==> src/rtl/gray_seq_if.sv <==
// gray_seq_if
//   Host-side bundle for the Gray sequencer run controller.
//   master : host (drives start/stop/pause/dir/steps, observes status and code)
//   slave  : gray_seq_ctrl (observes commands, drives code and status)
//   Signals:
//     start, stop, pause, dir  : 1-bit commands
//     steps [CNTW]             : run length in Gray advances
//     gray, bin [WIDTH]        : registered Gray code and its binary equivalent
//     busy, done, aborted, wrap: run status
interface gray_seq_if #(
    parameter int WIDTH = 2,
    parameter int CNTW  = 8
);
    logic             start;
    logic             stop;
    logic             pause;
    logic             dir;
    logic [CNTW-1:0]  steps;
    logic [WIDTH-1:0] gray;
    logic [WIDTH-1:0] bin;
    logic             busy;
    logic             done;
    logic             aborted;
    logic             wrap;

    modport master (
        output start, stop, pause, dir, steps,
        input  gray, bin, busy, done, aborted, wrap
    );

    modport slave (
        input  start, stop, pause, dir, steps,
        output gray, bin, busy, done, aborted, wrap
    );
endinterface

==> src/rtl/gray_seq_ctrl.sv <==
// gray_seq_ctrl
//   Run controller owning a WIDTH-bit Gray counter. A start command latches a
//   step count and direction; the code then advances one step per clock until
//   the count is exhausted, with pause (hold) and stop (abort) support.
//   Ports:
//     clk   : rising-edge clock
//     reset : synchronous, active-low reset
//     bus   : gray_seq_if.slave (commands in, Gray/binary code and status out)
//
//   state | meaning
//   ------+-----------------------------------------------------------
//   IDLE  | waiting for start; stop/pause ignored
//   RUN   | advancing one code per clock (stop > pause > advance)
//   HOLD  | paused; code and remaining count frozen
//   DONE  | one-cycle completion pulse, then back to IDLE
module gray_seq_ctrl #(
    parameter int WIDTH = 2,
    parameter int CNTW  = 8
) (
    input  logic       clk,
    input  logic       reset,
    gray_seq_if.slave  bus
);

    typedef enum logic [1:0] {
        ST_IDLE,
        ST_RUN,
        ST_HOLD,
        ST_DONE
    } state_t;

    state_t           state, state_nx;
    logic [CNTW-1:0]  remaining, remaining_nx;
    logic             dir_r, dir_nx;
    logic [WIDTH-1:0] bin_r, bin_nx;
    logic [WIDTH-1:0] gray_r;
    logic             aborted_r, aborted_nx;
    logic             wrap_r, wrap_nx;

    always_comb begin
        state_nx     = state;
        remaining_nx = remaining;
        dir_nx       = dir_r;
        bin_nx       = bin_r;
        aborted_nx   = 1'b0;
        wrap_nx      = 1'b0;

        case (state)
            ST_IDLE: begin
                if (bus.start) begin
                    remaining_nx = bus.steps;
                    dir_nx       = bus.dir;
                    state_nx     = (bus.steps == '0) ? ST_DONE : ST_RUN;
                end
            end
            ST_RUN: begin
                if (bus.stop) begin
                    state_nx   = ST_IDLE;
                    aborted_nx = 1'b1;
                end else if (bus.pause) begin
                    state_nx = ST_HOLD;
                end else begin
                    if (dir_r) begin
                        bin_nx  = bin_r - 1'b1;
                        wrap_nx = (bin_r == '0);
                    end else begin
                        bin_nx  = bin_r + 1'b1;
                        wrap_nx = &bin_r;
                    end
                    remaining_nx = remaining - 1'b1;
                    if (remaining == CNTW'(1))
                        state_nx = ST_DONE;
                end
            end
            ST_HOLD: begin
                if (bus.stop) begin
                    state_nx   = ST_IDLE;
                    aborted_nx = 1'b1;
                end else if (!bus.pause) begin
                    // No advance on the resume edge; counting restarts next edge.
                    state_nx = ST_RUN;
                end
            end
            ST_DONE: begin
                state_nx = ST_IDLE;
            end
            default: begin
                state_nx = ST_IDLE;
            end
        endcase
    end

    always_ff @(posedge clk) begin
        if (!reset) begin
            state     <= ST_IDLE;
            remaining <= '0;
            dir_r     <= 1'b0;
            bin_r     <= '0;
            gray_r    <= '0;
            aborted_r <= 1'b0;
            wrap_r    <= 1'b0;
        end else begin
            state     <= state_nx;
            remaining <= remaining_nx;
            dir_r     <= dir_nx;
            bin_r     <= bin_nx;
            // Gray is registered from the next binary value so both update on
            // the same edge and no intermediate code is ever stored.
            gray_r    <= bin_nx ^ (bin_nx >> 1);
            aborted_r <= aborted_nx;
            wrap_r    <= wrap_nx;
        end
    end

    assign bus.gray    = gray_r;
    assign bus.bin     = bin_r;
    assign bus.busy    = (state == ST_RUN) || (state == ST_HOLD);
    assign bus.done    = (state == ST_DONE);
    assign bus.aborted = aborted_r;
    assign bus.wrap    = wrap_r;

endmodule

==> src/flat_wrapper.sv <==
// flat-port wrapper written by rule: the top's interface ports become plain ports
module gray_seq_ctrl_flat 
#(
    parameter int WIDTH = 2,
    parameter int CNTW  = 8
)
  (clk, reset, bus_start, bus_stop, bus_pause, bus_dir, bus_steps, bus_gray, bus_bin, bus_busy, bus_done, bus_aborted, bus_wrap);
  gray_seq_if #(.WIDTH(WIDTH), .CNTW(CNTW)) bus_i ();
  input  logic clk;
  input  logic reset;
  input wire logic [$bits(bus_i.start)-1:0] bus_start;
  input wire logic [$bits(bus_i.stop)-1:0] bus_stop;
  input wire logic [$bits(bus_i.pause)-1:0] bus_pause;
  input wire logic [$bits(bus_i.dir)-1:0] bus_dir;
  input wire logic [$bits(bus_i.steps)-1:0] bus_steps;
  output wire logic [$bits(bus_i.gray)-1:0] bus_gray;
  output wire logic [$bits(bus_i.bin)-1:0] bus_bin;
  output wire logic [$bits(bus_i.busy)-1:0] bus_busy;
  output wire logic [$bits(bus_i.done)-1:0] bus_done;
  output wire logic [$bits(bus_i.aborted)-1:0] bus_aborted;
  output wire logic [$bits(bus_i.wrap)-1:0] bus_wrap;
  assign bus_i.start = bus_start;
  assign bus_i.stop = bus_stop;
  assign bus_i.pause = bus_pause;
  assign bus_i.dir = bus_dir;
  assign bus_i.steps = bus_steps;
  assign bus_gray = bus_i.gray;
  assign bus_bin = bus_i.bin;
  assign bus_busy = bus_i.busy;
  assign bus_done = bus_i.done;
  assign bus_aborted = bus_i.aborted;
  assign bus_wrap = bus_i.wrap;
  gray_seq_ctrl #(.WIDTH(WIDTH), .CNTW(CNTW)) u_core (.clk(clk), .reset(reset), .bus(bus_i));
endmodule
==> config.mk <==
export PLATFORM = sky130hd
export DESIGN_NAME = gray_seq_ctrl_flat
export DESIGN_NICKNAME = d
export VERILOG_FILES = /design/src/rtl/gray_seq_if.sv /design/src/rtl/gray_seq_ctrl.sv /design/src/flat_wrapper.sv
export SDC_FILE = /design/constraint.sdc
export NUM_CORES = 1
export LEC_CHECK = 0
export CAP_MARGIN = 20
export CORE_ASPECT_RATIO = 0.7
export CORE_MARGIN = 3
export CORE_UTILIZATION = 45
export DETAILED_ROUTE_END_ITERATION = 8
export PLACE_DENSITY_LB_ADDON = 0.05
export SYNTH_ARGS = -nofsm -noshare
export SYNTH_HDL_FRONTEND = slang
export SYNTH_SLANG_ARGS = --single-unit
==> constraint.sdc <==
create_clock -name clk -period 2.4 [get_ports clk]
set_input_delay 0.24 -clock clk [delete_from_list [all_inputs] [get_ports clk]]
set_output_delay 0.24 -clock clk [all_outputs]
set_load 0.005 [all_outputs]
== Yosys cells after proc, flatten, opt, wreduce, memory -nomap -nowiden ==
Cells that the tools add are included.

* Eq/ne operators: 9
* Reduce and logical (&&, ||, !) cells: 12
* Add/subtract/negate cells: 3
* Bitwise logic cells: 3
* Mux-type cells: 18

{| class="wikitable"
|+ Operators by type and width
! kind !! count
|-
| 2-to-1 mux 8 bit || 3
|-
| 2-to-1 mux 2 bit || 11
|-
| one-hot mux 8 bit (2 select lines) || 1
|-
| == test 8 x 1 -> 1 bit, second input constant || 1
|-
| zero test 8 bit || 1
|-
| one-hot mux 2 bit (4 select lines) || 1
|-
| subtractor 8 x 1 -> 8 bit, second input constant || 1
|-
| inequality test 2 bit, second input constant || 3
|-
| AND reduction 2 bit || 3
|-
| == test 2 bit, second input constant || 2
|-
| zero test 2 bit || 2
|-
| inequality test 4 x 3 -> 1 bit, second input constant || 1
|-
| AND reduction 4 bit || 1
|-
| OR reduction 4 bit || 1
|-
| inequality test 3 bit, second input constant || 1
|-
| AND reduction 3 bit || 1
|-
| adder 2 x 1 -> 2 bit, second input constant || 1
|-
| == test 2 x 1 -> 1 bit, second input constant || 1
|-
| 2-to-1 mux 1 bit || 2
|-
| inverter 1 bit || 2
|-
| nonzero test 2 bit || 1
|-
| OR reduction 2 bit || 1
|-
| subtractor 2 x 1 -> 2 bit, second input constant || 1
|-
| XOR 2 x 1 -> 2 bit || 1
|-
| logical OR 1 bit || 1
|}

* Word-level logic and storage cells: 52
* Output and inout bits: 8
* Bits in registers: 17

== Depth between registers and ports, before layout ==
Gate-level depths: netlist of run 1.

* Depth in word-level cells: 6
* Depth in mapped cells: 7
* Depth with buffers taken out: 6

== Worst setup path before layout of run 1 ==
OpenSTA, ideal clock, no wires.

* Path type: reg2reg
* From: register u_core.state[1]
* To: register u_core.remaining[5]
* Slack: 0.684 ns
* Clock period less this slack: 1.716 ns
* Cell stages (with the launch flop): 8
* Data required time: 2.275 ns
* Arrival: 1.591 ns
* Cell sequence: dfxtp_1 -> inv_1 -> ha_1 -> or3b_4 -> a21o_1 -> buf_6 -> o211ai_1 -> o31ai_1

* Word-level cells in the longest chain between the ends: 3

{| class="wikitable"
|+ Ends and longest elaborated chain
! element !! RTL line !! RTL
|-
| start, declared || gray_seq_ctrl.sv:32 || <nowiki>state_t state, state_nx;</nowiki>
|-
| start signal, assigned || gray_seq_ctrl.sv:103 || <nowiki>state <= state_nx;</nowiki>
|-
| == test 2 x 1 -> 1 bit / zero test 2 bit (equally long branches) || gray_seq_ctrl.sv:48 || <nowiki>case (state)</nowiki>
|-
| inequality test 2 bit (no line) / nonzero test 2 bit (equally long branches) || - ||
|-
| AND reduction 4 bit (no line) || - ||
|-
| end signal, assigned || gray_seq_ctrl.sv:104 || <nowiki>remaining <= remaining_nx;</nowiki>
|-
| end, declared || gray_seq_ctrl.sv:33 || <nowiki>logic [CNTW-1:0] remaining, remaining_nx;</nowiki>
|}

Parallel ways exist; a longest one is shown, timed or not.
A chain may end at the register's enable or synchronous reset.

== Worst setup path after layout of run 1 ==
* From: register u_core.state[1]
* To: register u_core.remaining[3]

The elaborated chain is that of the path after synthesis.

==> impl_metrics.tcl, run 1 <==
set metrics [dict create \
    status "finished clean" \
    drt_iter0_markers 44 \
    path_common_cell "o21a_1" \
    wl_per_cell_um 13.9 \
    syn_inst 113 \
    core_area_um2 1940 \
    hold_violations 0 \
    cts.reportedPaths.clkPinSlew_ns 0.10 \
    ys_ff_latch 16 \
    finalSetupViolCount 0 \
    htreeDepth 1 \
    cts_resized 0 \
    grt_antenna_before_repair 0 \
    r2r-start "u_core.state[1]" \
    p_leak_uw 0.000496 \
    end_kind "flop" \
    grt_pass1_wl_um 3550 \
    drtAntennaViolNets 0 \
    area_growth_pct 26.2 \
    arrival_ns 2.38 \
    synthArstFlopShare_pct 0 \
    netlist_area_um2 960 \
    rsz0062_at_grt "no" \
    synth.distinct_cells 33 \
    post-route-period-util_pct 91.1 \
    drt-total-wl_um 2170 \
    core.rowCount 13 \
    ios 22 \
    io_buffers 21 \
    tightest_slew_ns 0.662 \
    diodes 0 \
    peakVddDrop_v 0.000457 \
    dp_hpwl_um 1640 \
    nets 156 \
    ys_warn_count 0 \
    die_x_um 61.2 \
    slew_viol_final 0 \
    clk_latency_ns 0.29 \
    start_util_pct 49.6 \
    cts-buffers-inserted 3 \
    yosys-top-cells-area "dfxtp_1 33%, ha_1 9.1%, nor2_1 6.3%, o221a_2 4.7%, a21oi_1 4.2%" \
    drive_gt1_share_pct 7.46 \
    holdBufCountCts 0 \
    vias 883 \
    fin_hold_ws_ns 0.539 \
    grt_max_degree 17 \
    cts.sinks 16 \
    fin_worst_skew_ns 0.00223 \
    slew_headroom_pct 55.5 \
    min_from "u_core.remaining[1]" \
    drt_pass1_iterations 4 \
    yosys-top-cells-count "16 x dfxtp_1, 16 x nor2_1, 8 x a21oi_1, 8 x inv_1, 7 x ha_1" \
    vias_per_cell 5.66 \
    grt_pass1_vias 736 \
    min_path_type "reg -> reg" \
    cts_tree "built" \
    final.setup.tns_ns 0 \
    ys.flop_type "dfxtp_1" \
    avgSynthCellArea_um2 8.49 \
    worst_setup_path_start_kind "flop" \
    gr-usage-all-layers_pct 17.7 \
    drv_cap 0 \
    required_ns 2.60 \
    yosysSeqAreaShare_pct 33.4 \
    period_needed_ns 2.19 \
    crit_start "u_core.state[1]" \
    crit_path_max_incr_delay_ns 0.47 \
    crit_chain "inv_1, ha_1, or3b_4, a21o_1, o21a_1, o21a_1" \
    cp_max_fo 16 \
    synthesis.nets 134 \
    path_class "reg -> reg" \
    cts.path.max_buffers 2 \
    design.die.area_um2 2730 \
    cts_setup_buffers 0 \
    gr-total-overflow 0 \
    drc 0 \
    fmax_ghz 0.457 \
    yosys.area.top_type_share_pct 33.4 \
    critPathTopFamily "compound AO/OA/AOI/OAI gates" \
    crit_buf_inv 1 \
    fin_util_pct 62.6 \
    synth_edf_count 0 \
    p_per_area_nw_per_um2 902 \
    gp_congestion 0.810 \
    yosysTopAreaCell "dfxtp_1" \
    cp_slowest_cell "or3b_4" \
    clockRootBuffer "clkbuf_4" \
    die_h_um 44.6 \
]
## routing by layer
layer / vias to the layer above / share of wire, % / track usage [%]
met3: 2 / 7.5 / 6.71
met1: 400 / 51 / 25.7
met5: - / 0 / 0
met4: 0 / 0.60 / 3.03
met2: 35 / 41 / 24.9
li1: 446 / - / -
## logic make-up (layout without fill, tap and decap cells)
group | after synthesis | count (layout) | share of synthesized area, %
AND/OR/NAND/NOR | 40 | 40 | 21.8
AO/OA/AOI/OAI | 31 | 31 | 23.6
flip-flops | 16 | 16 | 33.4
buffers and inverters | 13 | 34 | 6.26
adder cells (fa/ha/maj) | 7 | 7 | 9.13
XOR/XNOR | 3 | 3 | 2.74
multiplexers | 3 | 3 | 3.13
## tightest hold or removal path: stages, from the launching register on
cell and delay (ns):
dfxtp_1 0.32, inv_1 0.09, a211oi_1 0.08
## metrics by stage
step	instances	instance area [um2]	power (uW)	worst slack, ns
2_1_floorplan	113	960	770	0.684
3_3_place_gp	152	1170	902	0.310
3_5_place_dp	152	1170	907	0.255
4_1_cts	156	1210	1090	0.232
5_1_grt	156	1210	1190	0.0790
6_report	156	1210	1090	0.214
## layout by cell type (no fill, tap or decap), types with 3 or more instances in the layout
cell,n
a21oi_1,8
a21o_1,3
a211oi_1,3
nand2b_1,3
inv_1,8
nor4_1,3
nor2_1,16
mux2i_1,3
clkdlybuf4s50_1,21
o21a_1,3
dfxtp_1,16
ha_1,7
nor2b_1,3
o221a_2,4
a31oi_1,3
xnor2_1,3
clkbuf_4,3
and3_1,3
nor3_1,3
## power breakdown
part | switching, uW | leakage [uW] | internal [uW]
Combinational | 276 | 0.000344 | 242
Sequential | 60.7 | 0.000131 | 330
Clock | 91.1 | 0.0000210 | 92.5
## registers in the layout (all words and copies together) (netlist names)
register and flops:
u_core.bus.wrap 1, u_core.bus.gray 2, u_core.bus.aborted 1, u_core.state 2
u_core.dir_r 1, u_core.bus.bin 1, u_core.remaining 8
## final cells by class
cell class / instances / area (um2)
timing repair buffer: 22 / 218
clock buffer: 4 / 36.3
tap: 22 / 27.5
fill: 167 / 724
multi-input combinational: 84 / 579
sequential: 16 / 320
inverter: 8 / 30.0
## path summary, 6_finish.rpt
path | end | slack (ns) | cells past startpoint
worst max-delay path | u_core.remaining[3] | 0.21 | 6
worst min-delay path | u_core.remaining[1] | 0.54 | 2
worst max register to register | u_core.remaining[3] | 0.21 | 6
worst min register to register | u_core.remaining[1] | 0.54 | 2
Note: power is estimated with default switching activity, not from simulation.
==> inputs of run 2 (changes only) <==
--- a/config.mk
+++ b/config.mk
@@ -10,6 +10,7 @@
 export CORE_MARGIN = 3
 export CORE_UTILIZATION = 45
 export DETAILED_ROUTE_END_ITERATION = 8
+export DONT_BUFFER_PORTS = 1
 export PLACE_DENSITY_LB_ADDON = 0.05
 export SYNTH_ARGS = -nofsm -noshare
 export SYNTH_HDL_FRONTEND = slang
==> impl_metrics.tcl, run 2 (synthesis results as in run 1) <==
set metrics [dict create \
    status "finished clean" \
    fmax_ghz 0.533 \
    holdBufCountCts 0 \
    drt_pass1_iterations 4 \
    core_area_um2 1940 \
    die_x_um 61.2 \
    tightest_slew_ns 0.665 \
    crit_path_max_incr_delay_ns 0.41 \
    slew_headroom_pct 55.3 \
    cts_setup_buffers 0 \
    r2r_cells 6 \
    ios 22 \
    r2r-start "u_core.state[1]" \
    hold_violations 0 \
    cts.reportedPaths.clkPinSlew_ns 0.10 \
    period_needed_ns 1.87 \
    grt_pass1_vias 715 \
    cts-buffers-inserted 3 \
    start_util_pct 49.6 \
    path_class "reg -> reg" \
    peakVddDrop_v 0.000542 \
    die_h_um 44.6 \
    clockPowerShare_pct 17.4 \
    drt_iter0_markers 39 \
    drv_cap 0 \
    slew_viol_final 0 \
    clockRootBuffer "clkbuf_4" \
    cts_tree "built" \
    cts_resized 0 \
    combPwrFrac_pct 44.9 \
    io_buffers 0 \
    dpl_cell_area_um2 972 \
    drtAntennaViolNets 0 \
    largest_reg_flops 8 \
    p_switching_uw 417 \
    r2r_end "u_core.remaining[3]" \
    post-route-period-util_pct 78.1 \
    top_register "u_core.remaining" \
    final.setup.tns_ns 0 \
    diodes 0 \
    nets 136 \
    vias_per_cell 5.95 \
    worstHoldPathCells 1 \
    finalSetupViolCount 0 \
    rsz0062_at_grt "no" \
    gp_congestion 0.792 \
    grt_antenna_before_repair 0 \
    netSwitchingFraction_pct 40.1 \
    grt_pass1_wl_um 3480 \
    htreeDepth 1 \
    dp_hpwl_um 1610 \
    p_leak_uw 0.000423 \
    reg2reg_slack_ns 0.53 \
    required_ns 2.59 \
    internal_power_uw 624 \
    fin_hold_ws_ns 0.0640 \
    grt_max_degree 17 \
    p_per_area_nw_per_um2 1030 \
    design.die.area_um2 2730 \
    arrival_ns 2.07 \
    min_to "u_core.remaining[3]" \
    fin_area_um2 1010 \
    crit_chain "inv_1, ha_1, or3b_4, a21o_1, o21a_1, o21a_1" \
    gr-usage-all-layers_pct 17.2 \
    cp_max_fo 16 \
    cts.path.max_buffers 2 \
    core.rowCount 13 \
    gr-total-overflow 0 \
    path_common_cell "o21a_1" \
    vias 809 \
    clk_latency_ns 0.29 \
    crit_buf_inv 1 \
    worst_setup_path_start_kind "flop" \
    min_path_type "in -> reg" \
    drt-total-wl_um 2150 \
    end_kind "flop" \
    layout_common_cells "16 x nor2_1, 16 x dfxtp_1, 8 x inv_1, 8 x a21oi_1, 7 x ha_1" \
    drc 0 \
    wl_per_cell_um 15.8 \
    min_from "reset" \
    cp_slowest_cell "or3b_4" \
    critPathTopFamily "compound AO/OA/AOI/OAI gates" \
    area_growth_pct 5.09 \
    drive_gt1_share_pct 9.65 \
    fin_worst_skew_ns 0.000367 \
    cts.sinks 16 \
    pwr-share-seq_pct 37.7 \
]
## run 2: changes by cell type in the layout (fill, tap and decap cells not counted)
cell and delta:
buf_4 +1, clkdlybuf4s50_1 -21
## run 2: power groups by stage
stage	Combinational [uW]	Clock (uW)	Sequential, uW
6_report	467	181	393
5_1_grt	522	201	401
4_1_cts	464	188	391
3_5_place_dp	459	0	396
3_3_place_gp	456	0	395
2_1_floorplan	390	0	380
## run 2: worst max path at each step
stage	start	end	slack [ns]	cells past startpoint
after floorplan	u_core.state[1]	u_core.remaining[5]	0.68	7
after global placement	u_core.state[1]	u_core.remaining[3]	0.57	6
after detailed placement	u_core.state[1]	u_core.remaining[3]	0.54	6
after CTS	u_core.state[1]	u_core.remaining[3]	0.53	6
after global routing	u_core.state[1]	u_core.remaining[1]	0.39	6
final	u_core.state[1]	u_core.remaining[3]	0.53	6
## run 2: routing by layer
metal | global-route usage [%] | part of all wire (%)
met3 | 7.58 | 11
met1 | 24.8 | 48
met2 | 23.0 | 41
met4 | 3.90 | 0.60
met5 | 0 | 0
## run 2: per-stage QoR
stage,total power [uW],setup slack [ns],std cells,util [%]
finish,1040,0.525,136,52.1
global route,1120,0.388,136,52.1
CTS,1040,0.529,136,52.1
detailed placement,855,0.538,132,50.2
global placement,851,0.574,132,50.2
floorplan,770,0.684,113,-
## run 2: cell type report
class,instances,area [um2]
clock buffer,4,36.3
fill,184,927
inverter,8,30.0
multi-input combinational,84,579
sequential,16,320
tap,22,27.5
timing repair buffer,2,15.0
==> inputs of run 3 (changes only) <==
==> constraint.sdc (replaced) <==
create_clock -name clk -period 1.8 [get_ports clk]
set_input_delay 0.18 -clock clk [delete_from_list [all_inputs] [get_ports clk]]
set_output_delay 0.18 -clock clk [all_outputs]
set_load 0.005 [all_outputs]
==> impl_metrics.tcl, run 3 (synthesis results as in run 1) <==
set metrics [dict create \
    drt-total-wl_um 2310 \
    min_path_type "in -> reg" \
    io_buffers 0 \
    r2r-start "u_core.state[1]" \
    slew_viol_final 0 \
    crit_start "u_core.state[1]" \
    cts_setup_buffers 0 \
    slew_headroom_pct 67.7 \
    grt_max_degree 17 \
    cp_max_fo 16 \
    top_register "u_core.remaining" \
    cts-buffers-inserted 3 \
    cts.path.max_buffers 2 \
    grt_pass1_wl_um 3910 \
    die_x_um 61.2 \
    crit_chain "inv_1, ha_2, or3b_4, a21o_4, o21a_1, o21a_1" \
    gr-total-overflow 0 \
    cp-endpoint "u_core.remaining[3]" \
    worst_setup_path_start_kind "flop" \
    htreeDepth 1 \
    arrival_ns 1.91 \
    post-route-period-util_pct 95.4 \
    cts_tree "built" \
    r2r_end "u_core.remaining[3]" \
    nFillCells 184 \
    layout_common_cells "16 x nor2_1, 16 x dfxtp_1, 11 x buf_4" \
    required_ns 1.99 \
    start_util_pct 49.6 \
    reg2reg_slack_ns 0.08 \
    internal_power_uw 931 \
    drc 0 \
    combPwrFrac_pct 50.1 \
    wl_per_cell_um 15.7 \
    cts.sinks 16 \
    drtAntennaViolNets 0 \
    clk_latency_ns 0.29 \
    fin_worst_skew_ns 0.00199 \
    clockRootBuffer "clkbuf_4" \
    grt_antenna_before_repair 0 \
    grt_pass1_vias 821 \
    largest_reg_flops 8 \
    drv_cap 0 \
    register_area_um2 320 \
    drive_gt1_share_pct 20.8 \
    p_per_area_nw_per_um2 1350 \
    netSwitchingFraction_pct 39.5 \
    final.setup.tns_ns 0 \
    die_h_um 44.6 \
    core.rowCount 13 \
    gp_congestion 0.773 \
    dp_hpwl_um 1690 \
    p_leak_uw 0.000477 \
    path_common_cell "o21a_1" \
    crit_path_max_incr_delay_ns 0.39 \
    peakVddDrop_v 0.000788 \
    crit_cells 6 \
    finalSetupViolCount 0 \
    p_switching_uw 608 \
    tightest_slew_ns 0.480 \
    gr-usage-all-layers_pct 19.5 \
    fmax_ghz 0.582 \
    vias_per_cell 5.73 \
    critPathTopFamily "compound AO/OA/AOI/OAI gates" \
    cts.reportedPaths.clkPinSlew_ns 0.10 \
    hold_violations 0 \
    crit_buf_inv 1 \
    fin_util_pct 58.8 \
    status "finished clean" \
    pwr-share-seq_pct 34.1 \
    diodes 0 \
    design.die.area_um2 2730 \
    vias 842 \
    area_growth_pct 18.5 \
    cp_slowest_cell "or3b_4" \
    core_area_um2 1940 \
    end_kind "flop" \
    rsz0062_at_grt "no" \
    r2r_cells 6 \
    multi_input_area_um2 621 \
    nets 147 \
    ios 22 \
    path_class "reg -> reg" \
    drt_iter0_markers 24 \
    drt_pass1_iterations 4 \
    clockPowerShare_pct 15.7 \
    period_needed_ns 1.72 \
]
==> run 3: cell types whose count changed in the layout (fill, tap and decap cells not counted), moves of 2 or more <==
cell	previous run	this run
dlygate4sd3_1	0	2
buf_4	2	11
a211oi_2	0	2
a211oi_1	3	1
==> run 3: stage by stage <==
stage          power, uW  instances  hold WS [ns]  setup slack [ns]  cell area [um2]
5_1_grt             1680        147        0.0116           0.00829             1140
4_1_cts             1490        146       0.00397            0.0211             1090
3_5_place_dp        1220        141         0.303         0.0000696             1040
6_report            1540        147        0.0287            0.0831             1140
2_1_floorplan       1030        113         0.324            0.0843              960
3_3_place_gp        1210        141         0.300            0.0477             1040
==> run 3: what timing repair did <==
item                                    4_1_cts  5_1_grt
endpoints found under the hold margin         2        3
hold buffers                                  1        1
resized for setup                             2        6
endpoints found under the setup margin        4        8
==> run 3: cell type report <==
cell class / count / share of cell area, %
Clock buffer: 4 / 3.19
Inverter: 8 / 2.64
Sequential cell: 16 / 28.2
Multi-Input combinational cell: 84 / 54.6
Timing Repair Buffer: 13 / 9.02
Tap cell: 22 / 2.42
==> run 3: worst reg2reg max path, stage by stage, from the launching register on <==
cell,delay (ns)
dfxtp_1,0.32
inv_1,0.09
ha_2,0.20
or3b_4,0.39
a21o_4,0.28
o21a_1,0.20
o21a_1,0.15
==> run 3: worst min-delay path by stage <==
stage,from,end,slack (ns),cells past startpoint
5_1_grt,bus_stop,u_core.bus.aborted,0.01,1
3_3_place_gp,reset,u_core.remaining[3],0.30,1
3_5_place_dp,reset,u_core.remaining[3],0.30,1
6_report,reset,u_core.remaining[0],0.03,1
4_1_cts,reset,u_core.remaining[7],0.004,1
2_1_floorplan,bus_dir,u_core.dir_r,0.32,2
==> run 3: power groups by stage <==
stage          Clock [uW]  Sequential (uW)  Combinational [uW]
2_1_floorplan           0              507                 520
3_3_place_gp            0              524                 689
3_5_place_dp            0              526                 695
4_1_cts               255              519                 712
5_1_grt               277              542                 864
6_report              242              525                 772
==> run 3: metal layers <==
metal	vias up	wire (um)	track usage, %
li1	431	-	-
met1	386	1180	27.3
met2	23	945	27.6
met3	2	179	9.33
met4	0	13	2.60
met5	-	0	0
==> RTL change (settings of run 2) <==
Re-encode `state_t` (4 states) as one-hot, 4 bits wide.
--- a/src/rtl/gray_seq_ctrl.sv
+++ b/src/rtl/gray_seq_ctrl.sv
@@ -22,11 +22,11 @@
     gray_seq_if.slave  bus
 );
 
-    typedef enum logic [1:0] {
-        ST_IDLE,
-        ST_RUN,
-        ST_HOLD,
-        ST_DONE
+    typedef enum logic [3:0] {
+        ST_IDLE = 4'b0001,
+        ST_RUN  = 4'b0010,
+        ST_HOLD = 4'b0100,
+        ST_DONE = 4'b1000
     } state_t;
 
     state_t           state, state_nx;
Check against the original RTL: no difference found for any inputs over 10 cycles, from zero or initial values and one cycle with reset low; not proved beyond that.
==> RTL change against run 2 <==
Wire length rose by 13%. Sequential cell count rose by 2. Sequential share of layout area rose by 1.8 points. Global-route usage rose by 2.1 points. Final area rose by 6.3%. Synthesized area rose by 6.3%. Worst setup slack improved by 0.18 ns. Via count rose by 12%. Non-clock buffer count rose by 1. Worst hold slack improved by 0.016 ns. First-iteration DRC count rose by 90%. Maximum frequency rose by 11%. Die area rose by 5.5%. Critical path type unchanged. Critical endpoint is now u_core.remaining[0]. Largest cell class unchanged. Highest routed layer unchanged.
Power is not compared: it rests on default switching activity, and its combinational part moved more than twofold at a synthesized area within 25%.
==> RTL change: results <==
set metrics [dict create \
    cp_max_fo 16 \
    first_global_vias 874 \
    slew_headroom_pct 52.4 \
    crit_path_max_incr_delay_ns 0.62 \
    status "finished clean" \
    synth_area_per_cell_um2 8.29 \
    synthArstFlopShare_pct 0 \
    yosys_warnings 0 \
    ir_worst_vdd_uv 347 \
    synth.distinct_cells 41 \
    ys_seq_area_share_pct 35.3 \
    diodes 0 \
    reg2reg_depth 3 \
    postCtsSetupRepairBufs 0 \
    top_register "u_core.remaining" \
    slew_violations 0 \
    htree_levels 1 \
    ff2ff_setup_slack_ns 0.71 \
    hold_class "in2reg" \
    reg2reg_from "u_core.state[1]" \
    wl_mm 2.42 \
    place.gp.congestion 0.742 \
    grt_max_degree 17 \
    total_leakage_power_uw 0.000390 \
    ctsResizeCount 0 \
    grt_antenna_before_repair 0 \
    numPortBuffers 0 \
    dpl.hpwl_mm 1.78 \
    crit_family "simple AND/OR/NAND/NOR gates" \
    drive_gt1_share_pct 8.06 \
    cp_slowest_cell "or4b_4" \
    track_usage_pct 19.3 \
    grt_pass1_wl_mm 4.15 \
    clock_latency_ns 0.30 \
    clock_path_buffers 2 \
    core_um2 2000 \
    cts.clk_slew.worst_paths_ns 0.10 \
    synth_common_cells "dfxtp_1 (18), a21oi_1 (14), nand2_1 (10), nor2_1 (10)" \
    ctsRootBufferMaster "clkbuf_4" \
    cp.arrival_ns 1.92 \
    worst_clock_skew_ns 0.00534 \
    dp.cells 150 \
    largest_register_ffs 8 \
    placed_area_um2 1040 \
    fin_nets 142 \
    drtPass1Iterations 4 \
    crit_type "reg2reg" \
    dp_slack_ns 0.736 \
    synth_area_leaders "dfxtp_1 (35%), a21oi_1 (6.9%), nand2_1 (3.7%)" \
    first_iter_violations 74 \
    cts_made_buffers 3 \
    final.period_utilization_pct 70.6 \
    r2r-end "u_core.remaining[0]" \
    viasPerCell 5.88 \
    post_drt_wl_per_cell_um 15.7 \
]
-- RTL change: cell types whose count changed in the layout (fill, tap and decap cells not counted), sizes merged, moves of 5 or more --
| cell | change |
|---|---|
| a21oi | +6 |
| ha | -5 |
| nor2 | -6 |
| nand2 | +8 |
| o21ai | +7 |
-- RTL change: routing by layer --
layer / part of all wire, % / GRT usage, % / wire length, um
met1: 52 / 27.1 / 1270
met2: 38 / 26.0 / 920
met3: 8.6 / 7.90 / 209
met4: 1.0 / 6.58 / 25
met5: 0 / 0 / 0
-- RTL change: cells by family after synthesis --
logic type      share of synthesized area [%]
compound gates                           20.5
xor+xnor                                 3.44
fa+ha+maj                                2.45
buf+inv                                  5.03
flops                                    35.3
mux                                      1.96
simple gates                             31.3
-- RTL change: how the worst min path moves through the flow --
stage	start	endpoint	slack [ns]	cells after the start
global placement	reset	u_core.state[0]	0.31	1
CTS	reset	u_core.bus.gray[0]	0.07	2
finish	bus_stop	u_core.bus.aborted	0.08	1
global route	bus_stop	u_core.bus.aborted	0.06	1
floorplan	bus_stop	u_core.state[0]	0.39	2
detailed placement	reset	u_core.state[0]	0.31	1
-- RTL change: cell type report --
| cell class | count | area, um^2 |
|---|---|---|
| Inverter | 5 | 18.8 |
| Fill cell | 201 | 928 |
| Tap cell | 30 | 37.5 |
| Multi-Input combinational cell | 95 | 608 |
| Sequential cell | 18 | 360 |
| Timing Repair Buffer | 3 | 25.0 |
| Clock buffer | 3 | 22.5 |
-- RTL change: timing repair --
item,CTS,global route
hold buffers,1,0
endpoints found under the hold margin,1,0
endpoints found under the setup margin,0,0
-- RTL change: where the power goes --
group	switching [uW]	internal, uW	leakage, uW
clock network	95.3	58.5	0.0000138
logic	54.9	42.4	0.000229
registers	18.8	314	0.000147
